File: src/rtl/fill_rect.sv
// fill_rect: AXI4 write master that paints a clipped rectangle of 64-byte blocks with one colour.
// Control: START/BUSY/DONE/ERR plus the rectangle (BASEADDR, XBLK, WBLK, YPOS, HEIGHT, COLOR).
// Memory: AXI4 write channels (AW/W/B), one 16-beat INCR burst per block; read channel tied off.
module fill_rect #(
  parameter int C_M_AXI_DATA_WIDTH = 32,
  parameter int LINE_BYTES         = 2048
) (
  input  logic                            ACLK,
  input  logic                            ARESET,
  input  logic                            START,
  input  logic [27:0]                     BASEADDR,
  input  logic [4:0]                      XBLK,
  input  logic [5:0]                      WBLK,
  input  logic [9:0]                      YPOS,
  input  logic [9:0]                      HEIGHT,
  input  logic [15:0]                     COLOR,
  output logic                            BUSY,
  output logic                            DONE,
  output logic                            ERR,
  output logic [0:0]                      M_AXI_AWID,
  output logic [31:0]                     M_AXI_AWADDR,
  output logic [7:0]                      M_AXI_AWLEN,
  output logic [2:0]                      M_AXI_AWSIZE,
  output logic [1:0]                      M_AXI_AWBURST,
  output logic                            M_AXI_AWLOCK,
  output logic [3:0]                      M_AXI_AWCACHE,
  output logic [2:0]                      M_AXI_AWPROT,
  output logic [3:0]                      M_AXI_AWQOS,
  output logic [0:0]                      M_AXI_AWUSER,
  output logic                            M_AXI_AWVALID,
  input  logic                            M_AXI_AWREADY,
  output logic [C_M_AXI_DATA_WIDTH-1:0]   M_AXI_WDATA,
  output logic [C_M_AXI_DATA_WIDTH/8-1:0] M_AXI_WSTRB,
  output logic                            M_AXI_WLAST,
  output logic [0:0]                      M_AXI_WUSER,
  output logic                            M_AXI_WVALID,
  input  logic                            M_AXI_WREADY,
  input  logic [0:0]                      M_AXI_BID,
  input  logic [1:0]                      M_AXI_BRESP,
  input  logic [0:0]                      M_AXI_BUSER,
  input  logic                            M_AXI_BVALID,
  output logic                            M_AXI_BREADY,
  output logic [0:0]                      M_AXI_ARID,
  output logic [31:0]                     M_AXI_ARADDR,
  output logic [7:0]                      M_AXI_ARLEN,
  output logic [2:0]                      M_AXI_ARSIZE,
  output logic [1:0]                      M_AXI_ARBURST,
  output logic                            M_AXI_ARLOCK,
  output logic [3:0]                      M_AXI_ARCACHE,
  output logic [2:0]                      M_AXI_ARPROT,
  output logic [3:0]                      M_AXI_ARQOS,
  output logic [0:0]                      M_AXI_ARUSER,
  output logic                            M_AXI_ARVALID,
  input  logic                            M_AXI_ARREADY,
  input  logic [0:0]                      M_AXI_RID,
  input  logic [C_M_AXI_DATA_WIDTH-1:0]   M_AXI_RDATA,
  input  logic [1:0]                      M_AXI_RRESP,
  input  logic                            M_AXI_RLAST,
  input  logic [0:0]                      M_AXI_RUSER,
  input  logic                            M_AXI_RVALID,
  output logic                            M_AXI_RREADY
);
  localparam logic [2:0] S_IDLE = 3'd0, S_AW = 3'd1, S_W = 3'd2, S_B = 3'd3, S_NEXT = 3'd4;
  logic [2:0]  state_q, state_d;
  logic [5:0]  bi_q, bi_d, nb_q, nb_in;
  logic [9:0]  ri_q, ri_d, nr_q, nr_in;
  logic [3:0]  beat_q, beat_d;
  logic        busy_q, busy_d, done_q, done_d, err_q, err_d;
  logic [27:0] base_q;
  logic [4:0]  xblk_q, col;
  logic [9:0]  ypos_q, row;
  logic [15:0] color_q;
  logic [10:0] room_r;
  logic        accept, empty, last, unused;
  // Clipping is folded into the latched block/row counts so the walk never visits off-screen blocks.
  assign nb_in  = (WBLK < 6'd32 - {1'b0, XBLK}) ? WBLK : 6'd32 - {1'b0, XBLK};
  assign room_r = (YPOS > 10'd767) ? 11'd0 : 11'd768 - {1'b0, YPOS};
  assign nr_in  = ({1'b0, HEIGHT} < room_r) ? HEIGHT : room_r[9:0];
  assign accept = START && state_q == S_IDLE;
  assign empty  = nb_q == 6'd0 || nr_q == 10'd0;
  assign last   = bi_q == nb_q - 6'd1 && ri_q == nr_q - 10'd1;
  assign col    = xblk_q + bi_q[4:0];
  assign row    = ypos_q + ri_q;
  assign M_AXI_AWADDR  = {4'h0, base_q} + 32'(row) * 32'(LINE_BYTES) + {21'd0, col, 6'd0};
  assign M_AXI_AWVALID = state_q == S_AW;
  assign M_AXI_WVALID  = state_q == S_W;
  assign M_AXI_WLAST   = M_AXI_WVALID && beat_q == 4'hF;
  assign M_AXI_WDATA   = {color_q, color_q};
  assign M_AXI_AWID    = '0;
  assign M_AXI_AWLEN   = 8'd15;
  assign M_AXI_AWSIZE  = 3'b010;
  assign M_AXI_AWBURST = 2'b01;
  assign M_AXI_AWLOCK  = 1'b0;
  assign M_AXI_AWCACHE = 4'b0011;
  assign M_AXI_AWPROT  = '0;
  assign M_AXI_AWQOS   = '0;
  assign M_AXI_AWUSER  = '0;
  assign M_AXI_WSTRB   = '1;
  assign M_AXI_WUSER   = '0;
  assign M_AXI_BREADY  = 1'b1;
  assign M_AXI_ARID    = '0;
  assign M_AXI_ARADDR  = '0;
  assign M_AXI_ARLEN   = '0;
  assign M_AXI_ARSIZE  = '0;
  assign M_AXI_ARBURST = '0;
  assign M_AXI_ARLOCK  = 1'b0;
  assign M_AXI_ARCACHE = '0;
  assign M_AXI_ARPROT  = '0;
  assign M_AXI_ARQOS   = '0;
  assign M_AXI_ARUSER  = '0;
  assign M_AXI_ARVALID = 1'b0;
  assign M_AXI_RREADY  = 1'b0;
  assign BUSY = busy_q;
  assign DONE = done_q;
  assign ERR  = err_q;
  assign unused = ^{M_AXI_BID, M_AXI_BUSER, M_AXI_ARREADY, M_AXI_RID, M_AXI_RDATA,
                    M_AXI_RRESP, M_AXI_RLAST, M_AXI_RUSER, M_AXI_RVALID};
  always_comb begin
    state_d = state_q;
    bi_d    = bi_q;
    ri_d    = ri_q;
    beat_d  = beat_q;
    busy_d  = busy_q;
    done_d  = 1'b0;
    err_d   = err_q;
    case (state_q)
      S_IDLE: if (START) begin
        // An empty rectangle still passes through NEXT so DONE lands two cycles after START.
        state_d = (nb_in == 6'd0 || nr_in == 10'd0) ? S_NEXT : S_AW;
        busy_d  = 1'b1;
        err_d   = 1'b0;
        bi_d    = '0;
        ri_d    = '0;
        beat_d  = '0;
      end
      S_AW: state_d = M_AXI_AWREADY ? S_W : S_AW;
      S_W: if (M_AXI_WREADY) begin
        beat_d  = beat_q + 4'd1;
        state_d = beat_q == 4'hF ? S_B : S_W;
      end
      // DONE is raised on leaving B so it appears the cycle after the final response.
      S_B: if (M_AXI_BVALID) begin
        state_d = S_NEXT;
        err_d   = err_q | (|M_AXI_BRESP);
        done_d  = last;
        busy_d  = !last;
      end
      S_NEXT: begin
        state_d = (empty || last) ? S_IDLE : S_AW;
        done_d  = empty;
        busy_d  = busy_q && !empty;
        bi_d    = (bi_q == nb_q - 6'd1) ? 6'd0 : bi_q + 6'd1;
        ri_d    = (bi_q == nb_q - 6'd1) ? ri_q + 10'd1 : ri_q;
      end
      default: state_d = S_IDLE;
    endcase
  end
  always_ff @(posedge ACLK) begin
    if (ARESET) begin
      state_q <= S_IDLE;
      bi_q    <= '0;
      ri_q    <= '0;
      beat_q  <= '0;
      busy_q  <= 1'b0;
      done_q  <= 1'b0;
      err_q   <= 1'b0;
    end else begin
      state_q <= state_d;
      bi_q    <= bi_d;
      ri_q    <= ri_d;
      beat_q  <= beat_d;
      busy_q  <= busy_d;
      done_q  <= done_d;
      err_q   <= err_d;
    end
  end
  always_ff @(posedge ACLK) begin
    if (ARESET) begin
      base_q  <= '0;
      xblk_q  <= '0;
      ypos_q  <= '0;
      color_q <= '0;
      nb_q    <= '0;
      nr_q    <= '0;
    end else if (accept) begin
      base_q  <= BASEADDR;
      xblk_q  <= XBLK;
      ypos_q  <= YPOS;
      color_q <= COLOR;
      nb_q    <= nb_in;
      nr_q    <= nr_in;
    end
  end
endmodule
File: config.mk
export PLATFORM = sky130hd
export DESIGN_NAME = fill_rect
export DESIGN_NICKNAME = d
export VERILOG_FILES = /design/src/rtl/fill_rect.sv
export SDC_FILE = /design/constraint.sdc
export NUM_CORES = 1
export LEC_CHECK = 0
export BUFFER_PORTS_ARGS = -buffer_cell sky130_fd_sc_hd__buf_2
export CAP_MARGIN = 10
export CORE_UTILIZATION = 50
export CTS_BUF_LIST = sky130_fd_sc_hd__clkbuf_4 sky130_fd_sc_hd__clkbuf_8 sky130_fd_sc_hd__clkbuf_16
export CTS_CLUSTER_SIZE = 10
export DETAILED_ROUTE_END_ITERATION = 8
export PLACE_DENSITY = 0.85
export SLEW_MARGIN = 0
export SYNTH_ARGS = -nofsm -noshare
export SYNTH_HDL_FRONTEND = slang
export SYNTH_SLANG_ARGS = --single-unit
File: constraint.sdc
create_clock -name ACLK -period 5 [get_ports ACLK]
set_clock_uncertainty 0.2 [all_clocks]
set_input_delay 0.5 -clock ACLK [delete_from_list [all_inputs] [get_ports ACLK]]
set_output_delay 0.5 -clock ACLK [all_outputs]
set_load 0.05 [all_outputs]
==> run_results.csv <==
group,metric,value,unit
synthesis,synth_area_leaders,"dfxtp_1 27%, buf_4 12%, ha_1 8.2%, nand2_1 7.5%, a21oi_1 7.0%",
hold_path,hold_start,"BASEADDR[3]",
floorplanning,core-area,0.0146,mm2
synthesis,netlist.top_cell.by_area,"dfxtp_1",
sta,worst_pin_slew,0.877,ns
synthesis,synth.top_cell.area_share,27.0,%
routing,via_count,6591,
routing,antenna_left,0,
place,placed_area,0.00779,mm2
synthesis,async_flop_share,0,%
routing,drc,0,
synthesis,synth_flop_cell,"dfxtp_1",
critical_path,r2r_start,"nb_q[0]$_SDFFE_PP0P_",
synthesis,synth_cell_types,66,
synthesis,ys_seq_area_share,27.0,%
cells_and_area,syn2layout_area_growth,8.13,%
pwr,clkPwrFrac,25.8,%
synthesis,syn_area,0.00748,mm2
clock_network,htree_num_levels,3,
flow_run,maxCapViolCount,0,
synthesis,synth_edf_count,0,
pwr,p_comb_share,38.4,%
clock_network,hold_buffers,0,
place,place.gp.congestion,0.869,
pwr,max-vdd-ir-drop,228,uV
pwr,pwr-share-seq,35.7,%
synthesis,yosysMostFrequentCell,"nand2_1",
global_routing,grt_pass1_wl,26900,um
clock_network,clk_latency,0.35,ns
clock_network,clock_path_buffers,2,
routing,drt-vias-per-instance,5.23,
cells_and_area,seqCellArea,0.00202,mm2
pwr,p_per_area,326,mW/mm2
global_routing,grtUsageTotal,20.6,%
sta,final_max_slew_viol_count,0,
floorplanning,fp.dieArea,0.0155,mm2
routing,wl_per_cell,12.9,um
global_routing,antenna_found_initial,0,
critical_path,required,4.30,ns
synthesis,synth_common_cells,"150 x nand2_1, 119 x buf_4, 104 x a21oi_1",
clock_network,cts.sinks,101,
floorplanning,die_w,124,um
synthesis,yosys_warnings,0,
cells_and_area,fin_nets,1247,
floorplanning,die_h,124,um
sta,setup_tns,0,ns
pwr,sw_frac_of_total,42.1,%
routing,drt-pass1-iter-count,5,
floorplanning,start_util,51.3,%
critical_path,crit_start,"bi_q[0]$_SDFFE_PP0P_",
critical_path,crit_path_end_kind,"primary output",
clock_network,numCtsBuffers,9,
global_routing,grt_pass1_vias,5771,
floorplanning,rows,44,
sta,final.period_utilization,95.0,%
sta,setup_viol,0,
critical_path,cp_max_fo,6,
cells_and_area,multi_input_area,0.00468,mm2
sta,finalCriticalPeriod,4.75,ns
cells_and_area,drive_above_1_share,17.6,%
sta,finalHoldViolCount,0,
critical_path,worstPathArrival,4.05,ns
clock_network,root_buffer,"clkbuf_16",
critical_path,cp-start-kind,"flip-flop",
synthesis,syn_inst,972,
routing,routed_wl,16200,um
pwr,p_switching,1.11,mW
global_routing,grt-ovfl-total,0,
cells_and_area,fillCellCount,1402,
sta,rsz0062_at_grt,"false",
clock_network,cts_tree,"yes",
pwr,p_int,1.53,mW
critical_path,critPathKind,"reg2out",
sta,fmax,211,MHz
synthesis,synth_area_per_cell,7.70,um2
floorplanning,ioPinCount,288,
place,io_buffer_count,149,
pwr,power_leakage,3.81,nW
outcome,status,"finished, final reports clean",
sta,maxSlewHeadroom,41.6,%
cells_and_area,antenna_cells,0,
clock_network,clk_pin_slew_worst_paths,0.07,ns
hold_path,hp-class,"in2reg",
global_routing,grt_max_degree,69,
routing,drt_iter0_drc,366,
place,dpl.hpwl,12300,um
cells_and_area,design_area,0.00809,mm2
synthesis,synth-seq-cells,101,
what timing repair did:
item | 4_1_cts | 5_1_grt
resized for setup | 0 | 3
buffers inserted | 0 | 0
endpoints found under the setup margin | 0 | 6
worst paths after layout:
kind / depth (start not counted) / slack (ns) / endpoint
max reg2reg: 9 / 2.12 / ri_q[9]$_SDFFE_PP0P_
min: 3 / 0.19 / base_q[3]$_SDFFE_PP0P_
max: 14 / 0.25 / M_AXI_AWADDR[27]
min reg2reg: 2 / 0.25 / ERR$_SDFFE_PP0P_
layer usage:
layer / routed length [um] / share of wire (%) / track usage [%] / vias up
li1: - / - / - / 3368
met1: 7930 / 49 / 27.7 / 3034
met2: 7420 / 46 / 34.1 / 171
met3: 639 / 3.9 / 3.31 / 18
met4: 226 / 1.4 / 5.32 / 0
met5: 0 / 0 / 0 / -
power by group through the flow:
stage	Sequential (mW)	Clock (mW)	Combinational (mW)
3_3_place_gp	0.956	0	0.996
6_report	0.942	0.682	1.01
5_1_grt	0.953	0.737	1.09
3_5_place_dp	0.960	0	1.01
2_1_floorplan	0.984	0	0.864
4_1_cts	0.942	0.700	1.01
state kept, by name, summed over array words and instances (netlist names):
| name | cells |
|---|---|
| bi_q | 6 |
| DONE | 1 |
| state_q | 3 |
| ri_q | 10 |
| ypos_q | 10 |
| xblk_q | 5 |
| BUSY | 1 |
| nr_q | 10 |
| ERR | 1 |
| nb_q | 6 |
| beat_q | 4 |
| color_q | 16 |
| base_q | 28 |
cells by family (layout without fill, tap and decap cells):
kind of cell    Yosys count  in the layout  share of synthesized area, %
other cells               2             97                         0.100
simple gates            354            354                          22.9
compound gates          213            213                          17.6
xor+xnor                 52             52                          6.09
flops                   101            101                          27.0
mux                      14             14                          1.89
buf+inv                 184            193                          15.4
fa+ha+maj                52             52                          9.00
metrics by stage:
step / cells / hold WS [ns] / worst slack (ns) / utilization (%) / total power [mW]
final: 1260 / 0.187 / 0.250 / 55.4 / 2.64
after detailed placement: 1244 / 0.244 / 0.530 / 53.4 / 1.97
after global placement: 1244 / 0.231 / 0.563 / 53.4 / 1.95
after CTS: 1260 / 0.177 / 0.136 / 55.4 / 2.65
after global routing: 1260 / 0.183 / 0.0194 / 55.4 / 2.78
after floorplan: 1067 / 0.237 / 0.155 / - / 1.85
critical path, stage by stage (launching register included):
cell	delay [ns]
dfxtp_1	0.37
ha_1	0.25
fa_1	0.40
a21o_1	0.17
a21oi_1	0.17
xnor2_1	0.19
ha_1	0.35
nand3_1	0.12
o211ai_1	0.14
o211a_1	0.25
o21ai_1	0.29
a21oi_2	0.17
or4b_1	0.51
nand3_1	0.07
buf_2	0.26
layout make-up:
type | count | share of cell area [%]
Clock buffer | 14 | 3.40
Clock inverter | 2 | 0.217
Inverter | 24 | 1.11
Multi-Input combinational cell | 782 | 57.8
Sequential cell | 101 | 25.0
Tap cell | 184 | 2.85
Timing Repair Buffer | 153 | 9.59
placed cells by master (no fill, tap or decap), types with 5 or more instances in the layout:
cell type	n
a211oi_1	21
a21o_1	8
a21oi_1	102
and3_1	10
buf_2	149
clkbuf_16	9
conb_1	97
dfxtp_1	100
ha_1	49
inv_1	24
mux2i_1	13
nand2_1	149
nand2b_1	13
nand3_1	17
nand3b_1	5
nand4_1	6
nor2_1	65
nor2b_1	8
nor3_1	26
nor3b_1	10
nor4_1	7
o211ai_1	11
o21ai_0	25
o21bai_1	5
or3_1	9
or4_1	5
xnor2_1	23
xor2_1	29
Note: power is estimated with default switching activity, not from simulation.
